File: config.mk
export PLATFORM = sky130hd
export DESIGN_NAME = multicycle_sequencer
export DESIGN_NICKNAME = d
export VERILOG_FILES = /design/src/rtl/multicycle_sequencer_pkg.sv /design/src/rtl/multicycle_sequencer_opcode_classifier.sv /design/src/rtl/multicycle_sequencer.sv
export SDC_FILE = /design/constraint.sdc
export NUM_CORES = 1
export LEC_CHECK = 0
export ABC_AREA = 1
export BUFFER_PORTS_ARGS = -buffer_cell sky130_fd_sc_hd__buf_2
export CORE_MARGIN = 3
export CORE_UTILIZATION = 25
export CTS_CLUSTER_SIZE = 28
export DETAILED_ROUTE_END_ITERATION = 7
export PLACE_DENSITY_LB_ADDON = 0.2
export SYNTH_ARGS = -nofsm -noshare
export SYNTH_HDL_FRONTEND = slang
export SYNTH_SLANG_ARGS = --single-unit
File: constraint.sdc
create_clock -name clk -period 2.2 [get_ports clk]
set_input_delay 0.22 -clock clk [delete_from_list [all_inputs] [get_ports clk]]
set_output_delay 0.22 -clock clk [all_outputs]
set_load 0.005 [all_outputs]
File: src/rtl/multicycle_sequencer_pkg.sv
// Shared opcode, ALU-code and state definitions for the multi-cycle sequencer.
package multicycle_sequencer_pkg;

   // Instruction opcodes
   localparam logic [7:0] OP_NOP     = 8'h00;
   localparam logic [7:0] OP_LDA_IMM = 8'h01;
   localparam logic [7:0] OP_LDX_IMM = 8'h02;
   localparam logic [7:0] OP_LDY_IMM = 8'h03;
   localparam logic [7:0] OP_LDA_ABS = 8'h04;
   localparam logic [7:0] OP_STA_ABS = 8'h05;
   localparam logic [7:0] OP_ADD_IMM = 8'h10;
   localparam logic [7:0] OP_SUB_IMM = 8'h11;
   localparam logic [7:0] OP_AND_IMM = 8'h12;
   localparam logic [7:0] OP_OR_IMM  = 8'h13;
   localparam logic [7:0] OP_XOR_IMM = 8'h14;
   localparam logic [7:0] OP_INC     = 8'h18;
   localparam logic [7:0] OP_DEC     = 8'h19;
   localparam logic [7:0] OP_NOT     = 8'h1A;
   localparam logic [7:0] OP_BEQ     = 8'h20;
   localparam logic [7:0] OP_BNE     = 8'h21;
   localparam logic [7:0] OP_BRA     = 8'h22;
   localparam logic [7:0] OP_JMP_ABS = 8'h23;
   localparam logic [7:0] OP_RTI     = 8'h30;
   localparam logic [7:0] OP_HLT     = 8'hFF;

   // ALU operation codes
   localparam logic [3:0] ALU_ADD    = 4'd0;
   localparam logic [3:0] ALU_SUB    = 4'd1;
   localparam logic [3:0] ALU_AND    = 4'd4;
   localparam logic [3:0] ALU_OR     = 4'd5;
   localparam logic [3:0] ALU_XOR    = 4'd6;
   localparam logic [3:0] ALU_NOT    = 4'd7;
   localparam logic [3:0] ALU_INC    = 4'd12;
   localparam logic [3:0] ALU_DEC    = 4'd13;
   localparam logic [3:0] ALU_PASS_B = 4'd14;

   typedef enum logic [2:0] {
      ST_IDLE, ST_FETCH, ST_OPND_LO, ST_OPND_HI,
      ST_LOAD, ST_STORE, ST_EXEC, ST_HALT
   } state_t;

   // Operand-fetch class of an opcode
   typedef enum logic [1:0] {CLS_IMPL, CLS_IMM, CLS_REL, CLS_ABS} op_class_t;

   // Register written when the instruction retires
   typedef enum logic [1:0] {DST_NONE, DST_ACC, DST_X, DST_Y} dest_t;

endpackage

File: src/rtl/multicycle_sequencer_opcode_classifier.sv
// Combinational opcode decode: operand class, ALU op, destination, flag write.
module opcode_classifier
   import multicycle_sequencer_pkg::*;
#(
   parameter int DATA_W = 8
) (
   input  logic [DATA_W-1:0] opcode,
   output op_class_t         op_class,
   output logic [3:0]        alu_op,
   output dest_t             dest,
   output logic              flags_wr,
   output logic              legal
);

   // Unknown opcodes fall out as implied, no writes, legal=0 (run as NOP)
   always_comb begin
      op_class = CLS_IMPL;
      alu_op   = ALU_ADD;
      dest     = DST_NONE;
      flags_wr = 1'b0;
      legal    = 1'b1;
      case (opcode)
         DATA_W'(OP_NOP), DATA_W'(OP_RTI), DATA_W'(OP_HLT): ;
         DATA_W'(OP_LDA_IMM): begin op_class = CLS_IMM; alu_op = ALU_PASS_B; dest = DST_ACC; end
         DATA_W'(OP_LDX_IMM): begin op_class = CLS_IMM; alu_op = ALU_PASS_B; dest = DST_X; end
         DATA_W'(OP_LDY_IMM): begin op_class = CLS_IMM; alu_op = ALU_PASS_B; dest = DST_Y; end
         DATA_W'(OP_LDA_ABS): begin op_class = CLS_ABS; alu_op = ALU_PASS_B; dest = DST_ACC; end
         DATA_W'(OP_STA_ABS), DATA_W'(OP_JMP_ABS): op_class = CLS_ABS;
         DATA_W'(OP_ADD_IMM): begin op_class = CLS_IMM; alu_op = ALU_ADD; dest = DST_ACC; flags_wr = 1'b1; end
         DATA_W'(OP_SUB_IMM): begin op_class = CLS_IMM; alu_op = ALU_SUB; dest = DST_ACC; flags_wr = 1'b1; end
         DATA_W'(OP_AND_IMM): begin op_class = CLS_IMM; alu_op = ALU_AND; dest = DST_ACC; flags_wr = 1'b1; end
         DATA_W'(OP_OR_IMM):  begin op_class = CLS_IMM; alu_op = ALU_OR;  dest = DST_ACC; flags_wr = 1'b1; end
         DATA_W'(OP_XOR_IMM): begin op_class = CLS_IMM; alu_op = ALU_XOR; dest = DST_ACC; flags_wr = 1'b1; end
         DATA_W'(OP_INC):     begin alu_op = ALU_INC; dest = DST_ACC; flags_wr = 1'b1; end
         DATA_W'(OP_DEC):     begin alu_op = ALU_DEC; dest = DST_ACC; flags_wr = 1'b1; end
         DATA_W'(OP_NOT):     begin alu_op = ALU_NOT; dest = DST_ACC; flags_wr = 1'b1; end
         DATA_W'(OP_BEQ), DATA_W'(OP_BNE), DATA_W'(OP_BRA): op_class = CLS_REL;
         default: legal = 1'b0;
      endcase
   end

endmodule

File: src/rtl/multicycle_sequencer.sv
// Multi-cycle instruction sequencer: owns the PC, walks fetch/operand/data/exec
// over a ready-handshaked memory port, handles branches, interrupts and halt.
module multicycle_sequencer
   import multicycle_sequencer_pkg::*;
#(
   parameter int              DATA_W     = 8,
   parameter int              ADDR_W     = 16,
   parameter logic [ADDR_W-1:0] RESET_PC   = 16'h0000,
   parameter logic [ADDR_W-1:0] IRQ_VECTOR = 16'hFF00,
   parameter int              Z_BIT      = 1
) (
   input  logic              clk,
   input  logic              reset,
   output logic              mem_req,
   output logic              mem_we,
   output logic [ADDR_W-1:0] mem_addr,
   output logic [DATA_W-1:0] mem_wdata,
   input  logic [DATA_W-1:0] mem_rdata,
   input  logic              mem_ready,
   input  logic [DATA_W-1:0] acc_in,
   input  logic [7:0]        flags_in,
   input  logic              irq,
   output logic [3:0]        alu_op,
   output logic [DATA_W-1:0] operand,
   output logic              acc_write,
   output logic              x_write,
   output logic              y_write,
   output logic              flags_write,
   output logic [ADDR_W-1:0] pc,
   output logic              irq_ack,
   output logic              halted,
   output logic              illegal,
   output logic              done
);

   state_t            state;
   logic [DATA_W-1:0] ir;
   logic [ADDR_W-1:0] addr_r;
   logic [ADDR_W-1:0] epc;
   logic              ie;
   logic              irq_cyc;   // current EXEC cycle is the interrupt-entry cycle

   logic [DATA_W-1:0] cls_in;
   op_class_t         c_class;
   logic [3:0]        c_alu;
   dest_t             c_dest;
   logic              c_flags;
   logic              c_legal;

   logic [ADDR_W-1:0] br_target;
   logic [ADDR_W-1:0] exec_pc;
   logic [ADDR_W-1:0] ret_pc;
   logic              ie_eff;
   logic              to_exec;
   logic              irq_take;

   // Only the zero flag steers branches; the rest pass through to other users
   logic unused_flags;
   assign unused_flags = ^flags_in;

   // During FETCH the opcode is still on the bus; afterwards it lives in ir
   assign cls_in = (state == ST_FETCH) ? mem_rdata : ir;

   opcode_classifier #(.DATA_W(DATA_W)) u_cls (
      .opcode   (cls_in),
      .op_class (c_class),
      .alu_op   (c_alu),
      .dest     (c_dest),
      .flags_wr (c_flags),
      .legal    (c_legal)
   );

   // Memory side is decoded from state alone so it holds through wait states
   assign mem_req   = state inside {ST_FETCH, ST_OPND_LO, ST_OPND_HI, ST_LOAD, ST_STORE};
   assign mem_we    = (state == ST_STORE);
   assign mem_addr  = (state inside {ST_LOAD, ST_STORE}) ? addr_r : pc;
   assign mem_wdata = acc_in;

   assign br_target = pc + {{(ADDR_W-DATA_W){operand[DATA_W-1]}}, operand};

   // PC / interrupt-enable outcome of the instruction sitting in EXEC
   always_comb begin
      exec_pc = pc;
      ie_eff  = ie;
      case (ir)
         DATA_W'(OP_BEQ):     if (flags_in[Z_BIT])  exec_pc = br_target;
         DATA_W'(OP_BNE):     if (!flags_in[Z_BIT]) exec_pc = br_target;
         DATA_W'(OP_BRA):     exec_pc = br_target;
         DATA_W'(OP_JMP_ABS): exec_pc = addr_r;
         DATA_W'(OP_RTI):     begin exec_pc = epc; ie_eff = 1'b1; end
         default: ;
      endcase
   end

   // Completing transfer that leads straight into EXEC, and interrupt sampling
   always_comb begin
      to_exec = 1'b0;
      case (state)
         ST_FETCH:         to_exec = mem_ready && (c_class == CLS_IMPL);
         ST_OPND_LO:       to_exec = mem_ready && (c_class != CLS_ABS);
         ST_OPND_HI:       to_exec = mem_ready && (ir == DATA_W'(OP_JMP_ABS));
         ST_LOAD, ST_STORE: to_exec = mem_ready;
         default: ;
      endcase
      irq_take = 1'b0;
      ret_pc   = pc;
      case (state)
         ST_IDLE, ST_HALT: irq_take = irq && ie;
         ST_EXEC: begin
            irq_take = irq && ie_eff && !irq_cyc && (ir != DATA_W'(OP_HLT));
            ret_pc   = exec_pc;
         end
         default: ;
      endcase
   end

   // Sequencer FSM with registered strobes
   always_ff @(posedge clk or posedge reset) begin
      if (reset) begin
         state       <= ST_IDLE;
         pc          <= RESET_PC;
         epc         <= RESET_PC;
         ie          <= 1'b1;
         ir          <= '0;
         addr_r      <= '0;
         irq_cyc     <= 1'b0;
         alu_op      <= '0;
         operand     <= '0;
         acc_write   <= 1'b0;
         x_write     <= 1'b0;
         y_write     <= 1'b0;
         flags_write <= 1'b0;
         irq_ack     <= 1'b0;
         halted      <= 1'b0;
         illegal     <= 1'b0;
         done        <= 1'b0;
      end else begin
         acc_write   <= 1'b0;
         x_write     <= 1'b0;
         y_write     <= 1'b0;
         flags_write <= 1'b0;
         irq_ack     <= 1'b0;
         illegal     <= 1'b0;
         done        <= 1'b0;
         case (state)
            ST_IDLE: state <= ST_FETCH;
            ST_FETCH: if (mem_ready) begin
               ir <= mem_rdata;
               pc <= pc + ADDR_W'(1);
               state <= ST_OPND_LO;
            end
            ST_OPND_LO: if (mem_ready) begin
               operand <= mem_rdata;
               addr_r  <= {{(ADDR_W-DATA_W){1'b0}}, mem_rdata};
               pc      <= pc + ADDR_W'(1);
               state   <= ST_OPND_HI;
            end
            ST_OPND_HI: if (mem_ready) begin
               addr_r[ADDR_W-1:DATA_W] <= mem_rdata[ADDR_W-DATA_W-1:0];
               pc    <= pc + ADDR_W'(1);
               state <= (ir == DATA_W'(OP_LDA_ABS)) ? ST_LOAD : ST_STORE;
            end
            ST_LOAD: if (mem_ready) operand <= mem_rdata;
            ST_STORE: ;
            ST_EXEC: begin
               if (irq_cyc) begin
                  irq_cyc <= 1'b0;
                  state   <= ST_FETCH;
               end else begin
                  pc <= exec_pc;
                  ie <= ie_eff;
                  if (ir == DATA_W'(OP_HLT)) begin
                     state  <= ST_HALT;
                     halted <= 1'b1;
                  end else begin
                     state <= ST_FETCH;
                  end
               end
            end
            ST_HALT: ;
            default: state <= ST_IDLE;
         endcase
         // Entering EXEC: raise this instruction's strobes for exactly one cycle
         if (to_exec) begin
            state       <= ST_EXEC;
            done        <= 1'b1;
            acc_write   <= (c_dest == DST_ACC);
            x_write     <= (c_dest == DST_X);
            y_write     <= (c_dest == DST_Y);
            flags_write <= c_flags;
            illegal     <= !c_legal;
            if (c_dest != DST_NONE || c_flags) alu_op <= c_alu;
         end
         // Interrupt entry at an instruction boundary replaces the next fetch
         if (irq_take) begin
            state   <= ST_EXEC;
            irq_cyc <= 1'b1;
            irq_ack <= 1'b1;
            epc     <= ret_pc;
            pc      <= IRQ_VECTOR;
            ie      <= 1'b0;
            halted  <= 1'b0;
         end
      end
   end

endmodule

==> metrics.md, run 1 <==
| Metric | Value |
|---|---|
| Synth Instances | 849 |
| Nets@finish | roughly 1100 |
| Drt drc | 0 |
| Detail Route Antenna Nets | 0 |
| Congestion Overflow GR | 0 |
| Num ports | 90 |
| Chip height | between 150 and 200 um |
| Sw Ratio | 48.10% |
| Root Buffer | clkbuf_16 |
| Setup TNS Final | -0.1862 ns |
| Vias in the first global route | 6049 |
| Top FF cell, synth | dfrtp_1 |
| Distinct cell type count after synthesis | 47 |
| Max-Slew Margin vs Limit | about three fifths |
| EDFF count, synth | 0 |
| Maxcap violations | 0 |
| Post-Place Cells | 1304 |
| Status | complete, but fails checks |
| Async SR Flop Fraction | between 90% and 100% |
| Setup crit end kind | flip-flop |
| Setup-failing EPs final | 11 |
| Clock power share | 13.4% |
| Pre-antenna DRT Iters | 5 |
| Failing checks | negative setup slack |
| Initial antenna violation count | 0 |
| Final min period | 2.229 ns |
| Finished Layout Cells | 1348 |
| Int Pwr | approximately 6700 uW |
| Final Hold Viols | 0 |
| Critical Path AT | 2.47 ns |
| Worst Setup Start Kind | flip-flop |
| YS warnings | 0 |
| NetSw | between 6000 and 7000 uW |
| Clock sink total | 81 |
| Gr usage total | around 17% |
| Via count | 6408 |
| Hpwl dp | roughly 16000 um |
| Comb pwr share | between 60% and 70% |
| PortBufs | 66 |
| PwrDens | 1542 nW/um^2 |
| First-pass GRT wire length | roughly 34000 um |
| CTS H-tree depth | 3 |
| Slew Viols, Final | 0 |
| Starting density of the core | about 26% |
| Clock Skew | 0.01419 ns |
| Sequential fraction of design power | 20.7% |
| Worst-margin pin slew | about 0.58 ns |
| Worst vdd ir | 0.0006329 V |
| Mean Syn Cell Area | about 6.9 um^2 |
| RSZ-0062 raised after global routing | yes |
| Full die area | between 20000 and 30000 um^2 |
| Routed vias/inst | 4.754 |
| Core Region | 22780 um^2 |
| Clk buf depth | 2 |
| Largest net degree at the start of global routing | 46 |
| Critical path required time | 2.44 ns |
| Seq cells post-synth | 81 |
| WL final | 22160 um |
| Leakage | 0.004062 uW |
| Syn Nets | 894 |
| GP Congestion | 0.8699 |
| CP Max Fanout | 8 |
| Area of the mapped netlist | 5832 um^2 |
| Fin crit share | 101.3% |
| Layout overhead on the synthesized area | 43.98% |
| Post-DR wirelength/cell | 16.44 um |
| Share of layout cells above drive strength 1 | 37.58% |
| DRT iter0 DRCs | 348 |
| Clock latency on the worst-skew pair | 0.36 ns |
| CTS Buf Count | 9 |
| Clk pin slew, worst setup/hold paths | 0.07 ns |
| Achievable Freq | around 450 MHz |
| Post-synthesis sequential area ratio | a little over a third |
| R2R Setup Slk | -0.03 ns |
| Row count | 55 |
| Setup ws final | -0.02948 ns |
| Antenna cells | 0 |
| CTS tree | built |
| Min-delay worst type | in -> reg |
| Worst Path Class, Setup | reg -> reg |
| Die width | 158.7 um |
-- path summary, 6_finish.rpt --
kind,startpoint,cells past startpoint,end
max,state[0]$_DFFE_PP0P_,15,state[0]$_DFFE_PP0P_
min,mem_rdata[7],3,addr_r[15]$_DFFE_PP0P_
max reg2reg,state[0]$_DFFE_PP0P_,15,state[0]$_DFFE_PP0P_
min reg2reg,alu_op[3]$_DFFE_PP0P_,2,alu_op[3]$_DFFE_PP0P_
max in group asynchronous,reset,4,pc[1]$_DFFE_PP0P_
min in group asynchronous,reset,3,ir[4]$_DFFE_PP0P_
-- power groups by stage --
| stage | clock network [uW] | logic, uW | registers [uW] |
|---|---|---|---|
| after floorplan | 0 | 4150 | 2560 |
| after global placement | 0 | 7060 | 2610 |
| after detailed placement | 0 | 7050 | 2620 |
| after global routing | 1830 | 9420 | 2750 |
| after CTS | 1770 | 7240 | 2620 |
| final | 1740 | 8520 | 2680 |
-- logic make-up (layout without fill, tap and decap cells) --
| kind of cell | Yosys count | count (layout) | synth area share (%) |
|---|---|---|---|
| AND/OR/NAND/NOR | 428 | 430 | 32.33 |
| adder cells (fa/ha/maj) | 17 | 17 | 3.776 |
| flip-flops | 81 | 81 | 34.78 |
| AO/OA/AOI/OAI | 184 | 184 | 18.45 |
| XOR/XNOR | 5 | 5 | 0.7509 |
| buffers and inverters | 134 | 318 | 9.912 |
-- worst max-delay path: stages (launching register included) --
cell	delay, ns
dfrtp_2	0.49
inv_2	0.08
nor2_4	0.20
buf_6	0.16
nand3_2	0.06
nand2_2	0.11
buf_4	0.12
nand3_1	0.09
a21oi_2	0.22
nor2_4	0.05
nand3_2	0.08
nand2_2	0.06
nand3_4	0.13
nand3_4	0.11
nand3_1	0.10
nand2_1	0.06
-- sequential cells by signal (all words and copies together), names as in the netlist --
signal       count
ie               1
x_write          1
halted           1
epc             16
illegal          1
irq_cyc          1
alu_op           4
state            3
flags_write      1
pc              16
irq_ack          1
done             1
addr_r          16
y_write          1
ir               8
operand          8
acc_write        1
-- synth_stat cells (6+ instances only) --
cell type | count | area [um^2]
a22oi_1 | 8 | 60.06
o21ai_0 | 89 | 445.4
buf_2 | 6 | 30.03
nand4_1 | 10 | 62.56
ha_1 | 16 | 200.2
o22ai_1 | 6 | 37.54
clkbuf_1 | 15 | 56.30
o21bai_1 | 6 | 45.04
o2111ai_1 | 6 | 52.55
nand2_2 | 15 | 93.84
dfrtp_1 | 80 | 2002
nand2_1 | 237 | 889.6
inv_2 | 6 | 22.52
nand3_1 | 54 | 270.3
nor2_1 | 68 | 255.2
nor3_1 | 17 | 85.08
inv_1 | 92 | 345.3
a21oi_1 | 42 | 210.2
buf_4 | 10 | 75.07
nor2_2 | 9 | 56.30
-- stage by stage --
| step | hold slack, ns | utilization [%] | setup WS, ns | instance area [um^2] | power (uW) |
|---|---|---|---|---|---|
| finish | 0.2576 | 36.86 | -0.02948 | 8397 | 12940 |
| global route | 0.2493 | 36.86 | -0.1788 | 8397 | 14000 |
| CTS | 0.2407 | 33.58 | -0.01943 | 7649 | 11620 |
| detailed placement | 0.2417 | 31.62 | -0.2144 | 7203 | 9670 |
| global placement | 0.2372 | 31.62 | -0.1747 | 7203 | 9670 |
| floorplan | 0.4081 | - | 0.03039 | 5836 | 6713 |
-- routing by layer --
| metal | track usage, % | vias to the layer above | wire length [um] |
|---|---|---|---|
| met5 | 0 | - | 0 |
| met4 | 3.860 | 0 | 242 |
| met3 | 2.087 | 17 | 876 |
| met2 | 28.19 | 135 | 10690 |
| met1 | 23.17 | 3085 | 10360 |
| li1 | - | 3171 | - |
-- layout make-up --
type                            count  area, um^2
Fill cell                        2374       14380
Multi-Input combinational cell    636        3825
Sequential cell                    81        2036
Timing Repair Buffer              204        1431
Tap cell                          313       391.6
Inverter                           98       380.4
Clock buffer                        9       225.2
Clock inverter                      7       107.6
-- cells in the final DEF, fill, tap and decap left out, types with 7 or more instances in the layout --
master     Yosys  routed
nand3_1       54      38
nand4_1       10      10
buf_4         10     126
nor2_1        68      47
inv_2          6      12
a22oi_1        8       7
inv_1         92      83
o21ai_1        2      10
buf_2          6      66
nand3_2        2      18
a21oi_1       42      29
dfrtp_1       80      74
a21oi_2        0      13
nor2_2         9      19
nand2_2       15      39
nor2_4         1      12
nor3_1        17       7
clkbuf_16      0       9
ha_4           0       8
o21ai_0       89      76
nor3_2         1       9
nand2_1      237     210
buf_6          4       8
-- timing repair --
action / CTS / global route
hold buffers: 1 / 0
setup buffers: 3 / 21
cloned: 2 / 1
hold endpoints to repair: 12 / 0
gates resized for setup: 24 / 149
setup endpoints to repair: 30 / 48
pin swaps: 2 / 54
Power figures use the tool's default switching activity.
==> inputs of run 2 (changes only) <==
--- a/config.mk
+++ b/config.mk
@@ -14,4 +14,5 @@
 export PLACE_DENSITY_LB_ADDON = 0.2
 export SYNTH_ARGS = -nofsm -noshare
 export SYNTH_HDL_FRONTEND = slang
+export SYNTH_HIERARCHICAL = 1
 export SYNTH_SLANG_ARGS = --single-unit
==> run 2 against run 1 <==
The run still ends with negative setup slack left; hold slack worse by 0.0073 ns; critical endpoint is now state[2]$_DFFE_PP0P_; largest cell class unchanged; highest routed layer unchanged; via count increased by 0.53%; clock power barely moved; die area increased by 2.4%; critical path depth increased by 7; total power grew 0.15%; sequential cell count is the same; area after synthesis increased by 2.5%; critical path type unchanged; cell count rose by 1.9%; worst setup slack worse by 0.38 ns; final area is 2.2% lower; maximum frequency fell by 14%.
==> metrics.md, run 2 <==
| Metric | Value |
|---|---|
| Post-synth top area share | between 30% and 40% |
| Reg2Reg Depth | 22 |
| Routed length on met1 | 10430 um |
| Post-DR wirelength/cell | 15.53 um |
| Vias in the first global route | 5913 |
| Congestion Overflow GR | 0 |
| Leakage | 0.004034 uW |
| RSZ-0062 raised after global routing | yes |
| Critical path required time | roughly 2.5 ns |
| Routed met2 length | 9557 um |
| Synth cell count leaders | nand2_1, inv_1, o21ai_0, dfrtp_1, nor2_1 |
| Compound-Gate Fraction of Synth Area | 14.84% |
| Post-synth top area cell | dfrtp_1 |
| Clock power share | 13.4% |
| CTS Buf Count | 9 |
| Top FF cell, synth | dfrtp_1 |
| Cell with the most instances after synthesis | nand2_1 |
| Worst Setup Start Kind | flip-flop |
| Clk buf depth | 2 |
| Hpwl dp | 15920 um |
| Critical Path AT | 2.89 ns |
| Sw Ratio | 47.74% |
| Max-Slew Margin vs Limit | 59.19% |
| Post-synthesis sequential area ratio | 33.93% |
| CTS H-tree depth | 3 |
| Adder-Cell Fraction of Synth Area | 3.684% |
| XOR/XNOR share of the synthesized area | less than 1% |
| Largest net degree at the start of global routing | 51 |
| WL final | 21320 um |
| Async SR Flop Fraction | 100.0% |
| Clock sink total | 81 |
| # fillers | 2494 |
| Slew Viols, Final | 0 |
| Status | complete, but fails checks |
| Final Hold Viols | 0 |
| Worst-margin pin slew | slightly above 0.6 ns |
| Achievable Freq | 383.7 MHz |
| Pre-antenna DRT Iters | 6 |
| Gr usage total | 16.24% |
| Distinct cell type count after synthesis | 42 |
| Setup TNS Final | -4.103 ns |
| Hold Slack | 0.2504 ns |
| YS warnings | 6 |
| Synth Instances | 899 |
| Setup ws final | -0.4059 ns |
| DRT iter0 DRCs | approximately 510 |
| Worst Path Class, Setup | reg -> reg |
| Comb pwr share | 67.5% |
| Final min period | 2.606 ns |
| PwrDens | between 1500 and 2000 nW/um^2 |
| First-pass GRT wire length | 33150 um |
| Failing checks | negative setup slack |
| Syn Nets | roughly 940 |
| Biggest regs | addr_r: 16 flops, epc: 16 flops, pc: 16 flops |
| EDFF count, synth | 0 |
| Antenna cells | 0 |
| Ranking of synthesized cells by area | dfrtp_1, nand2_1, inv_1 |
| Main combinational cell family by area after synthesis | simple AND/OR/NAND/NOR gates |
| Detail Route Antenna Nets | 0 |
| Root Buffer | clkbuf_16 |
| Starting density of the core | around a quarter |
| Fin crit share | 118.5% |
| Min-delay worst type | in -> reg |
| Mean Syn Cell Area | 6.650 um^2 |
| Worst vdd ir | 0.0008129 V |
| Maxcap violations | 0 |
| Top Metal Used | met4 |
| Most frequent cells in the layout | nand2_1, inv_1, buf_4 |
| Initial antenna violation count | 0 |
| Clock Skew | roughly 0.013 ns |
| Share of layout cells above drive strength 1 | between 30% and 40% |
| PortBufs | 66 |
| Row count | 55 |
| Int Pwr | 6774 uW |
| Drt drc | 0 |
| Area of the mapped netlist | 5978 um^2 |
| Setup crit end kind | flip-flop |
| Nets@finish | 1100 |
| GP Congestion | 0.8245 |
| Core Region | 23050 um^2 |
| Setup-failing EPs final | 13 |
| Chip height | 160.6 um |
| Die width | 160.6 um |
| Via count | 6442 |
| Commonest non-fill, non-tap cell in the layout | nand2_1 |
| Clk pin slew, worst setup/hold paths | 0.06 ns |
| CTS tree | built |
| Full die area | about 26000 um^2 |
| Sequential fraction of design power | 19.1% |
| Post-synthesis mux area share | 0% |
| NetSw | 6189 uW |
| CP Max Fanout | 6 |
| Layout overhead on the synthesized area | 37.36% |
| Num ports | 90 |
| Hold depth | 3 |
| Area share of and/or/nand/nor cells after synthesis | 34.91% |
| Clock latency on the worst-skew pair | about 0.36 ns |
| DR WL met3 | around 1000 um |
| Seq cells post-synth | 81 |
| Routed vias/inst | around 4.7 |
-- run 2: cell count changes after synthesis, moves of 6 or more --
cell,change
inv_1,+35
nand3_1,+16
a21oi_1,+11
o22ai_1,+10
a22oi_1,-8
nor2_1,+6
nor3_1,+6
-- run 2: kinds of logic after synthesis --
logic type	Yosys count
buffers and inverters	172
AOI/OAI and AO/OA	167
DFF	81
adders and majority gates	17
xor gates and xnor gates	3
and+or+nand+nor	459
-- run 2: power groups by stage --
stage | registers, uW | logic [uW] | clock network, uW
after detailed placement | 2490 | 7530 | 0
after global routing | 2550 | 9780 | 1830
after CTS | 2470 | 7680 | 1770
after floorplan | 2520 | 4510 | 0
final | 2470 | 8750 | 1740
after global placement | 2480 | 7520 | 0
-- run 2: worst max-delay path, stage by stage, from the launching register on --
cell	delay (ns)
dfrtp_1	0.41
nor2_4	0.13
inv_2	0.06
nor2_4	0.21
clkbuf_16	0.21
o21ai_4	0.07
nor2_4	0.23
inv_2	0.08
nor2_4	0.10
nand2_2	0.06
nand2_2	0.06
nor2_2	0.04
nand2_2	0.08
nand2_2	0.06
a21oi_2	0.10
o21ai_1	0.08
nand2_2	0.09
inv_4	0.05
nor2_4	0.13
nand3_2	0.09
nand2_2	0.09
nor2_1	0.04
nor2_1	0.09
-- run 2: final cells by class --
cell class              instances  area, um^2  area share, %
inverters                     136       519.2          6.323
well taps                     313       391.6          4.769
flip-flops and latches         81        2029          24.71
multi-input cells             646        3654          44.49
clock buffers                   9       225.2          2.743
clock inverters                 7       101.3          1.234
repair buffers                181        1291          15.72
-- run 2: repair_timing --
item	4_1_cts	5_1_grt
pin swaps	1	26
endpoints found under the hold margin	18	0
endpoints found under the setup margin	13	38
buffers inserted	1	11
hold buffers	1	0
gates cloned	0	3
gates resized for setup	15	102
-- run 2: stage by stage --
step                      setup WS, ns  instances  util, %  cell area (um^2)  power [uW]
after floorplan                -0.4258        899        -              6025        7035
after global placement         -0.3787       1341    31.67              7301       10010
after detailed placement       -0.4298       1341    31.67              7301       10020
after CTS                      -0.3173       1359    33.39              7697       11920
after global routing           -0.6204       1373    35.62              8212       14150
final                          -0.4059       1373    35.62              8212       12960
-- run 2: final timing paths --
kind / from / endpoint / slack, ns
worst min-delay path: mem_ready / state[2]$_DFFE_PP0P_ / 0.25
min in group asynchronous: reset / pc[0]$_DFFE_PP0P_ / 0.45
worst max-delay path: state[2]$_DFFE_PP0P_ / state[2]$_DFFE_PP0P_ / -0.41
worst max register to register: state[2]$_DFFE_PP0P_ / state[2]$_DFFE_PP0P_ / -0.41
max in group asynchronous: reset / ie$_DFFE_PP1P_ / 1.04
worst min register to register: epc[1]$_DFFE_PP0P_ / epc[1]$_DFFE_PP0P_ / 0.48
-- run 2: metal layers --
layer	GRT usage (%)	vias to the layer above
li1	-	3216
met1	23.56	3036
met2	25.20	174
met3	2.089	16
met4	4.734	0
met5	0	-
